[src/rtl/ot_pkg.sv]
// Shared definitions for the OT receiver: FSM encodings, default operand width
// and byte-counter sizing helper.
package ot_pkg;

  localparam int unsigned OT_W = 32;

  // Receiver protocol states, in stream order
  localparam logic [3:0] ST_IDLE  = 4'd0;
  localparam logic [3:0] ST_RX_N  = 4'd1;
  localparam logic [3:0] ST_RX_E  = 4'd2;
  localparam logic [3:0] ST_RX_X0 = 4'd3;
  localparam logic [3:0] ST_RX_X1 = 4'd4;
  localparam logic [3:0] ST_EXP   = 4'd5;
  localparam logic [3:0] ST_ADD   = 4'd6;
  localparam logic [3:0] ST_TX_V  = 4'd7;
  localparam logic [3:0] ST_RX_M0 = 4'd8;
  localparam logic [3:0] ST_RX_M1 = 4'd9;
  localparam logic [3:0] ST_SUB   = 4'd10;
  localparam logic [3:0] ST_DONE  = 4'd11;
  localparam logic [3:0] ST_ERR   = 4'd12;

  // Modular exponentiator states
  localparam logic [1:0] ME_IDLE = 2'd0;
  localparam logic [1:0] ME_SQ   = 2'd1;
  localparam logic [1:0] ME_MUL  = 2'd2;

  // Counter width able to index 0..n-1, never narrower than one bit
  function automatic int unsigned ot_cnt_w(input int unsigned n);
    return (n > 1) ? $clog2(n) : 1;
  endfunction

endpackage

[src/rtl/oblivious_transfer_receiver_if.sv]
// Byte-stream link between the OT receiver and the UART bridge (rx inbound, tx outbound).
interface oblivious_transfer_receiver_if;
  logic       rx_valid;
  logic       rx_ready;
  logic [7:0] rx_data;
  logic       tx_valid;
  logic       tx_ready;
  logic [7:0] tx_data;

  modport slave  (input  rx_valid, rx_data, tx_ready,
                  output rx_ready, tx_valid, tx_data);
  modport master (output rx_valid, rx_data, tx_ready,
                  input  rx_ready, tx_valid, tx_data);
endinterface

[src/rtl/oblivious_transfer_receiver_mod_exp.sv]
// base^exp mod mod by MSB-first square-and-multiply; each modular multiply is a
// W-cycle shift-add with conditional subtract. Requires base < mod and mod >= 2.
module mod_exp
  import ot_pkg::*;
#(
  parameter int unsigned W = OT_W
) (
  input  logic         clk,
  input  logic         rst,
  input  logic         start_i,
  input  logic [W-1:0] base_i,
  input  logic [W-1:0] exp_i,
  input  logic [W-1:0] mod_i,
  output logic         done_o,
  output logic [W-1:0] result_o
);

  localparam int unsigned SW = ot_cnt_w(W);

  logic [1:0]    st_q, st_d;
  logic [W-1:0]  base_q, base_d, exp_q, exp_d, mod_q, mod_d;
  logic [W-1:0]  res_q, res_d, acc_q, acc_d;
  logic [SW-1:0] bit_q, bit_d, step_q, step_d;
  logic          done_q, done_d;
  logic [W-1:0]  mul_b_c, acc_next_c;

  // One shift-add step: acc' = (2*acc + abit*b) mod m, with acc, b < m
  function automatic logic [W-1:0] mm_step(input logic [W-1:0] acc, input logic abit,
                                           input logic [W-1:0] b, input logic [W-1:0] m);
    logic [W:0] t;
    t = {acc, 1'b0};
    if (t >= {1'b0, m}) t = t - {1'b0, m};
    if (abit) begin
      t = t + {1'b0, b};
      if (t >= {1'b0, m}) t = t - {1'b0, m};
    end
    return t[W-1:0];
  endfunction

  assign mul_b_c    = (st_q == ME_SQ) ? res_q : base_q;
  assign acc_next_c = mm_step(acc_q, res_q[step_q], mul_b_c, mod_q);

  always_ff @(posedge clk or posedge rst) begin
    if (rst) begin
      st_q   <= ME_IDLE;
      base_q <= '0;
      exp_q  <= '0;
      mod_q  <= '0;
      res_q  <= '0;
      acc_q  <= '0;
      bit_q  <= '0;
      step_q <= '0;
      done_q <= 1'b0;
    end else begin
      st_q   <= st_d;
      base_q <= base_d;
      exp_q  <= exp_d;
      mod_q  <= mod_d;
      res_q  <= res_d;
      acc_q  <= acc_d;
      bit_q  <= bit_d;
      step_q <= step_d;
      done_q <= done_d;
    end
  end

  always_comb begin
    st_d   = st_q;
    base_d = base_q;
    exp_d  = exp_q;
    mod_d  = mod_q;
    res_d  = res_q;
    acc_d  = acc_q;
    bit_d  = bit_q;
    step_d = step_q;
    done_d = 1'b0;
    case (st_q)
      ME_IDLE: begin
        if (start_i) begin
          base_d = base_i;
          exp_d  = exp_i;
          mod_d  = mod_i;
          res_d  = W'(1);
          acc_d  = '0;
          bit_d  = SW'(W - 1);
          step_d = SW'(W - 1);
          st_d   = ME_SQ;
        end
      end
      ME_SQ, ME_MUL: begin
        acc_d  = acc_next_c;
        step_d = SW'(step_q - 1'b1);
        if (step_q == '0) begin
          res_d  = acc_next_c;
          acc_d  = '0;
          step_d = SW'(W - 1);
          if (st_q == ME_SQ && exp_q[bit_q]) begin
            st_d = ME_MUL;
          end else if (bit_q == '0) begin
            st_d   = ME_IDLE;
            done_d = 1'b1;
          end else begin
            bit_d = SW'(bit_q - 1'b1);
            st_d  = ME_SQ;
          end
        end
      end
      default: st_d = ME_IDLE;
    endcase
  end

  assign done_o   = done_q;
  assign result_o = res_q;

endmodule

[src/rtl/oblivious_transfer_receiver.sv]
// Chooser side of 1-out-of-2 RSA oblivious transfer: receives (N, e, x0, x1),
// returns v = x_b + k^e mod N, then unmasks m_b from (m0', m1').
module oblivious_transfer_receiver
  import ot_pkg::*;
#(
  parameter int unsigned W = OT_W
) (
  input  logic                          clk,
  input  logic                          reset,
  input  logic                          start,
  input  logic                          choice,
  input  logic [W-1:0]                  rand_k,
  oblivious_transfer_receiver_if.slave  bus,
  output logic [W-1:0]                  message,
  output logic                          done,
  output logic                          busy,
  output logic                          error
);

  localparam int unsigned NB = W / 8;
  localparam int unsigned CW = ot_cnt_w(NB);
  localparam logic [CW-1:0] LAST = CW'(NB - 1);

  logic [3:0]    state_q, state_d;
  logic          b_q, b_d;
  logic [W-1:0]  k_q, k_d, n_q, n_d, e_q, e_d, xb_q, xb_d, mb_q, mb_d;
  logic [W-1:0]  sh_q, sh_d, txsh_q, txsh_d, message_q, message_d;
  logic [CW-1:0] cnt_q, cnt_d;
  logic          tx_valid_q, tx_valid_d;
  logic [7:0]    tx_data_q, tx_data_d;
  logic          me_start_q, me_start_d;
  logic          done_q, done_d, busy_q, busy_d, error_q, error_d;

  logic          rx_ready_c, rx_fire_c, word_done_c, me_done_c;
  logic [W-1:0]  word_c, me_res_c, txsh_next_c, add_v_c, sub_m_c;
  logic [W:0]    add_t_c;

  mod_exp #(.W(W)) u_mod_exp (
    .clk      (clk),
    .rst      (reset),
    .start_i  (me_start_q),
    .base_i   (k_q),
    .exp_i    (e_q),
    .mod_i    (n_q),
    .done_o   (me_done_c),
    .result_o (me_res_c)
  );

  assign rx_ready_c  = state_q inside {ST_RX_N, ST_RX_E, ST_RX_X0, ST_RX_X1, ST_RX_M0, ST_RX_M1};
  assign rx_fire_c   = bus.rx_valid && rx_ready_c;
  assign word_done_c = rx_fire_c && (cnt_q == LAST);
  assign word_c      = W'({sh_q, bus.rx_data});
  assign txsh_next_c = W'({txsh_q, 8'h00});

  // Blind: v = (x_b + k^e) mod N, both operands already below N
  assign add_t_c = {1'b0, xb_q} + {1'b0, me_res_c};
  assign add_v_c = (add_t_c >= {1'b0, n_q}) ? W'(add_t_c - {1'b0, n_q}) : W'(add_t_c);
  // Unmask: m = (m'_b - k) mod N
  assign sub_m_c = (mb_q >= k_q) ? W'(mb_q - k_q)
                                 : W'({1'b0, mb_q} + {1'b0, n_q} - {1'b0, k_q});

  always_ff @(posedge clk or posedge reset) begin
    if (reset) begin
      state_q    <= ST_IDLE;
      b_q        <= 1'b0;
      k_q        <= '0;
      n_q        <= '0;
      e_q        <= '0;
      xb_q       <= '0;
      mb_q       <= '0;
      sh_q       <= '0;
      txsh_q     <= '0;
      message_q  <= '0;
      cnt_q      <= '0;
      tx_valid_q <= 1'b0;
      tx_data_q  <= '0;
      me_start_q <= 1'b0;
      done_q     <= 1'b0;
      busy_q     <= 1'b0;
      error_q    <= 1'b0;
    end else begin
      state_q    <= state_d;
      b_q        <= b_d;
      k_q        <= k_d;
      n_q        <= n_d;
      e_q        <= e_d;
      xb_q       <= xb_d;
      mb_q       <= mb_d;
      sh_q       <= sh_d;
      txsh_q     <= txsh_d;
      message_q  <= message_d;
      cnt_q      <= cnt_d;
      tx_valid_q <= tx_valid_d;
      tx_data_q  <= tx_data_d;
      me_start_q <= me_start_d;
      done_q     <= done_d;
      busy_q     <= busy_d;
      error_q    <= error_d;
    end
  end

  always_comb begin
    state_d    = state_q;
    b_d        = b_q;
    k_d        = k_q;
    n_d        = n_q;
    e_d        = e_q;
    xb_d       = xb_q;
    mb_d       = mb_q;
    sh_d       = sh_q;
    txsh_d     = txsh_q;
    message_d  = message_q;
    cnt_d      = cnt_q;
    tx_valid_d = tx_valid_q;
    tx_data_d  = tx_data_q;
    me_start_d = 1'b0;
    done_d     = done_q;
    error_d    = error_q;

    if (rx_fire_c) begin
      sh_d  = word_c;
      cnt_d = word_done_c ? '0 : CW'(cnt_q + 1'b1);
    end

    case (state_q)
      ST_IDLE, ST_DONE, ST_ERR: begin
        if (start) begin
          b_d     = choice;
          k_d     = rand_k;
          done_d  = 1'b0;
          error_d = 1'b0;
          cnt_d   = '0;
          state_d = ST_RX_N;
        end
      end
      ST_RX_N: begin
        if (word_done_c) begin
          n_d = word_c;
          if (word_c < W'(2)) begin
            error_d = 1'b1;
            state_d = ST_ERR;
          end else begin
            state_d = ST_RX_E;
          end
        end
      end
      ST_RX_E: begin
        if (word_done_c) begin
          e_d     = word_c;
          state_d = ST_RX_X0;
        end
      end
      ST_RX_X0: begin
        if (word_done_c) begin
          if (!b_q) xb_d = word_c;
          state_d = ST_RX_X1;
        end
      end
      ST_RX_X1: begin
        if (word_done_c) begin
          if (b_q) xb_d = word_c;
          me_start_d = 1'b1;
          state_d    = ST_EXP;
        end
      end
      ST_EXP: begin
        if (me_done_c) state_d = ST_ADD;
      end
      ST_ADD: begin
        txsh_d     = add_v_c;
        tx_data_d  = add_v_c[W-1 -: 8];
        tx_valid_d = 1'b1;
        cnt_d      = '0;
        state_d    = ST_TX_V;
      end
      ST_TX_V: begin
        if (tx_valid_q && bus.tx_ready) begin
          if (cnt_q == LAST) begin
            tx_valid_d = 1'b0;
            tx_data_d  = '0;
            cnt_d      = '0;
            state_d    = ST_RX_M0;
          end else begin
            txsh_d    = txsh_next_c;
            tx_data_d = txsh_next_c[W-1 -: 8];
            cnt_d     = CW'(cnt_q + 1'b1);
          end
        end
      end
      ST_RX_M0: begin
        if (word_done_c) begin
          if (!b_q) mb_d = word_c;
          state_d = ST_RX_M1;
        end
      end
      ST_RX_M1: begin
        if (word_done_c) begin
          if (b_q) mb_d = word_c;
          state_d = ST_SUB;
        end
      end
      ST_SUB: begin
        message_d = sub_m_c;
        done_d    = 1'b1;
        state_d   = ST_DONE;
      end
      default: state_d = ST_IDLE;
    endcase

    busy_d = !(state_d inside {ST_IDLE, ST_DONE, ST_ERR});
  end

  assign bus.rx_ready = rx_ready_c;
  assign bus.tx_valid = tx_valid_q;
  assign bus.tx_data  = tx_data_q;
  assign message      = message_q;
  assign done         = done_q;
  assign busy         = busy_q;
  assign error        = error_q;

endmodule
[src/flat_wrapper.sv]
// flat-port wrapper written by rule: the top's interface ports become plain ports
module oblivious_transfer_receiver_flat import ot_pkg::*;
#(
  parameter int unsigned W = OT_W
)
  (clk, reset, start, choice, rand_k, message, done, busy, error, bus_rx_valid, bus_rx_data, bus_tx_ready, bus_rx_ready, bus_tx_valid, bus_tx_data);
  oblivious_transfer_receiver_if bus_i ();
  input  logic clk;
  input  logic reset;
  input  logic start;
  input  logic choice;
  input  logic [W-1:0] rand_k;
  output logic [W-1:0] message;
  output logic done;
  output logic busy;
  output logic error;
  input wire logic [$bits(bus_i.rx_valid)-1:0] bus_rx_valid;
  input wire logic [$bits(bus_i.rx_data)-1:0] bus_rx_data;
  input wire logic [$bits(bus_i.tx_ready)-1:0] bus_tx_ready;
  output wire logic [$bits(bus_i.rx_ready)-1:0] bus_rx_ready;
  output wire logic [$bits(bus_i.tx_valid)-1:0] bus_tx_valid;
  output wire logic [$bits(bus_i.tx_data)-1:0] bus_tx_data;
  assign bus_i.rx_valid = bus_rx_valid;
  assign bus_i.rx_data = bus_rx_data;
  assign bus_i.tx_ready = bus_tx_ready;
  assign bus_rx_ready = bus_i.rx_ready;
  assign bus_tx_valid = bus_i.tx_valid;
  assign bus_tx_data = bus_i.tx_data;
  oblivious_transfer_receiver #(.W(W)) u_core (.clk(clk), .reset(reset), .start(start), .choice(choice), .rand_k(rand_k), .bus(bus_i), .message(message), .done(done), .busy(busy), .error(error));
endmodule
[config.mk]
export PLATFORM = sky130hd
export DESIGN_NAME = oblivious_transfer_receiver_flat
export DESIGN_NICKNAME = d
export VERILOG_FILES = /design/src/rtl/ot_pkg.sv /design/src/rtl/oblivious_transfer_receiver_if.sv /design/src/rtl/oblivious_transfer_receiver_mod_exp.sv /design/src/rtl/oblivious_transfer_receiver.sv /design/src/flat_wrapper.sv
export SDC_FILE = /design/constraint.sdc
export NUM_CORES = 2
export LEC_CHECK = 0
export BUFFER_PORTS_ARGS = -buffer_cell sky130_fd_sc_hd__buf_4
export CORE_UTILIZATION = 50
export DETAILED_ROUTE_END_ITERATION = 6
export PLACE_DENSITY = 0.77
export SETUP_SLACK_MARGIN = 0.05
export SLEW_MARGIN = 15
export SYNTH_ARGS = -nofsm -noshare
export SYNTH_HDL_FRONTEND = slang
export SYNTH_HIERARCHICAL = 1
export SYNTH_SLANG_ARGS = --single-unit
[constraint.sdc]
create_clock -name clk -period 10.5 [get_ports clk]
set_input_delay 0 -clock clk [delete_from_list [all_inputs] [get_ports clk]]
set_output_delay 0 -clock clk [all_outputs]
set_load 0.005 [all_outputs]
==> results by group <==
Global routing
  • Vias in the first global route: between 20k and 30k
  • Initial antenna violation count: 6
  • Largest net degree at the start of global routing: around 170
  • All-layer global routing usage: 0.332
  • First-pass GRT wire length: between 150 and 200 mm
  • Overflow after GRT: 0

STA
  • Final hold vios: 0
  • RSZ-0062 raised after global routing: no
  • Worst Slack Setup Final: 1.66 ns
  • Sum of negative setup slack: 0 ns
  • Final Skew: approximately 0.036 ns
  • Rel. slew slack: 0.270
  • Min cycle time layout: slightly below 9 ns
  • Final setup viols: 0
  • Worst Tran Pin Value: between 1 and 1.5 ns
  • Post-route clock period utilization: 0.842
  • FMAX: approximately 110 MHz
  • Final slew viol count: 0

CTS
  • Number of buffers created by CTS: 50
  • H-tree levels: 2
  • Clk Latency, worst-skew pair: 0.64 ns
  • Clock Sinks: 433
  • Max Buffers Root-to-Sink: 3
  • CTS root buf: clkbuf_16
  • TritonCTS clock tree: done
  • Clk slew on worst S/H paths: 0.06 ns

Place
  • PortBufs: 90
  • Final Wtd Congestion: 0.998
  • Pre-CTS WS: between 1.5 and 2 ns
  • Dpl hpwl: 83.0 mm

Logic synthesis
  • Synth unique cells: slightly above 100
  • Post-synth EDFFs: 0
  • Mapped Cells: ~3.6k
  • Sequential cell area fraction in the yosys report: 0.331
  • Synth cell count leaders: dfrtp_1, nand2_1, inv_1
  • Mean cell area of the mapped netlist: 9.13 µm²
  • Ys flop type: dfrtp_1
  • Syn nets: 3898
  • Count leader, synth: dfrtp_1
  • Top post-synthesis cells by area: dfrtp_1, mux2_2, ha_1, nand2_1, a21oi_1
  • Top cell type by total area after synthesis: dfrtp_1
  • Asr flop ratio synth: 1.00
  • Synthesized area: around 0.033 mm²
  • Syn. warnings: 6
  • Flops & latches, synth: roughly 430
  • Synth top area share: 0.331

Status
  • Status: finished clean

Floorplanning
  • Chip Width: approximately 260 µm
  • Core Region: 0.0646 mm²
  • Chip Height: ~260 µm
  • Placement row count: 93
  • Top-level port count: between 90 and 100
  • Initial core utilization: 0.507
  • Die area: around 0.066 mm²

Critical path
  • Slowest-stage cell, CP: a2111oi_0
  • Max FO, Critical Path: 25
  • Critical path type: flop to flop
  • Crit Reg-Reg Startpoint: u_core/u_mod_exp/mod_q[14]
  • Nature of the critical path endpoint: flop
  • R2R cell count: 31
  • Cell family with most CP delay: compound AO/OA/AOI/OAI gates
  • R2r setup slk: 1.66 ns
  • Startpoint Class: flop
  • Max incr delay on CP: between 0.6 and 0.7 ns
  • Worst r2r dst: u_core/u_mod_exp/result_o[4]
  • Crit path buf inv count: 3
  • Worst EP required: about 11 ns
  • Most used cell, CP: a21oi_1
  • CP arrival: ~9.3 ns

Worst hold path
  • HP Class: input port to async pin

Routing
  • WL final: approximately 110 mm
  • Vias per inst: roughly 6.4
  • DRT iter0 DRCs: ~3.2k
  • Final ANT Viol Nets: 0
  • Drt drc: 0
  • Drt pass-1 iters: 6
  • Wirelength per Cell: around 25 µm
  • Total number of vias: a little under 30k

Layout
  • Area Growth Syn to Fin: 10.5%
  • Fillers: slightly below 6k
  • Fraction of layout cells with a size suffix above 1: 0.146
  • FF/Latch Area: 0.0108 mm²
  • Nets: 3957
  • Multi-input gate area: roughly 0.02 mm²

Flow run
  • Max-capacitance violation count: 0
## per-layer routing
metal	vias up	wire, µm	global-route usage
met5	-	0	0
met4	0	5970	0.158
met3	293	10200	0.0526
met2	1422	49400	0.511
met1	14200	46300	0.456
li1	13100	-	-
## sequential cells by signal, indices dropped and copies added (netlist names), 2 cells and up
register                   flops
u_core/message                32
u_core/u_mod_exp/st_q          2
u_core/u_mod_exp/exp_q        32
u_core/e_q                    32
u_core/u_mod_exp/bit_q         5
u_core/u_mod_exp/base_q       32
u_core/bus.tx_data             8
u_core/u_mod_exp/mod_q        32
u_core/state_q                 4
u_core/xb_q                   32
u_core/txsh_q                 24
u_core/u_mod_exp/result_o     32
u_core/mb_q                   32
u_core/n_q                    32
u_core/sh_q                   24
u_core/k_q                    32
u_core/u_mod_exp/step_q        5
u_core/u_mod_exp/acc_q        32
u_core/cnt_q                   2
## how the worst max path moves through the flow
| stage | from | end | slack [ns] | cells past startpoint |
|---|---|---|---|---|
| 2_1_floorplan | reset | u_core/b_q | 3.34 | 1 |
| 3_3_place_gp | u_core/u_mod_exp/mod_q[14] | u_core/u_mod_exp/result_o[4] | 2.15 | 31 |
| 3_5_place_dp | u_core/u_mod_exp/mod_q[14] | u_core/u_mod_exp/result_o[4] | 1.96 | 31 |
| 4_1_cts | u_core/u_mod_exp/mod_q[14] | u_core/u_mod_exp/result_o[4] | 1.90 | 31 |
| 5_1_grt | u_core/u_mod_exp/mod_q[14] | u_core/u_mod_exp/result_o[8] | 1.16 | 31 |
| 6_report | u_core/u_mod_exp/mod_q[14] | u_core/u_mod_exp/result_o[4] | 1.66 | 31 |
## cell families after synthesis
kind of cell | Yosys count | synth area share
flops | 433 | 0.331
simple gates | 937 | 0.137
xor+xnor | 174 | 0.0466
mux | 316 | 0.114
buf+inv | 429 | 0.0524
fa+ha+maj | 266 | 0.110
compound gates | 1031 | 0.208
## cells in the final DEF (no fill, tap or decap), types with 25 or more instances in the layout
master         instances
nor3_1                73
nor2b_1               32
mux2i_1               31
and2_1                25
nand4_1               35
mux2_2               263
buf_4                112
nand2b_1              29
o31ai_1               25
dlygate4sd3_1         45
nand3_1               87
and3_1                34
fa_1                  37
dfrtp_1              433
ha_1                 229
o21bai_1              32
o21ai_1               43
a31oi_1               42
a22o_1                47
clkbuf_16             51
inv_1                274
a21oi_1              231
o21ai_0              230
a21o_1                97
xor2_1                62
o21a_1                26
nand2_1              316
nor2_1               196
o211ai_1              35
a211oi_1              33
xnor2_1              112
## area by class of cell
class,instances,area share
Multi-Input combinational cell,2724,0.559
Sequential cell,433,0.299
Clock buffer,66,0.0396
Timing Repair Buffer,158,0.0362
Tap cell,855,0.0296
Inverter,278,0.0292
Clock inverter,25,0.00692
Antenna cell,1,0.0000692
## worst register-to-register path, delay by kind of cell (launching register included)
| family | cells | cell delay [ns] |
|---|---|---|
| buf+inv | 3 | 0.49 |
| simple gates | 7 | 2.20 |
| fa+ha+maj | 3 | 1.08 |
| compound gates | 17 | 4.45 |
| xor+xnor | 1 | 0.17 |
| flops | 1 | 0.35 |
## stage by stage
stage	cells	util	cell area, µm²	hold WS [ns]
after global placement	4403	0.527	34000	0.210
after global routing	4539	0.560	36200	0.155
after detailed placement	4403	0.527	34000	0.223
after CTS	4539	0.560	36200	0.114
after floorplan	3586	-	32700	0.117
final	4540	0.560	36200	0.0956
## repair_timing
item                      CTS  global route
hold endpoints to repair  263             0
hold buffers               45             0
resized for setup           0             0
setup buffers               0             0
Power is not shown: default switching activity piles up to over one toggle a cycle in this logic, so the estimate is an artifact.
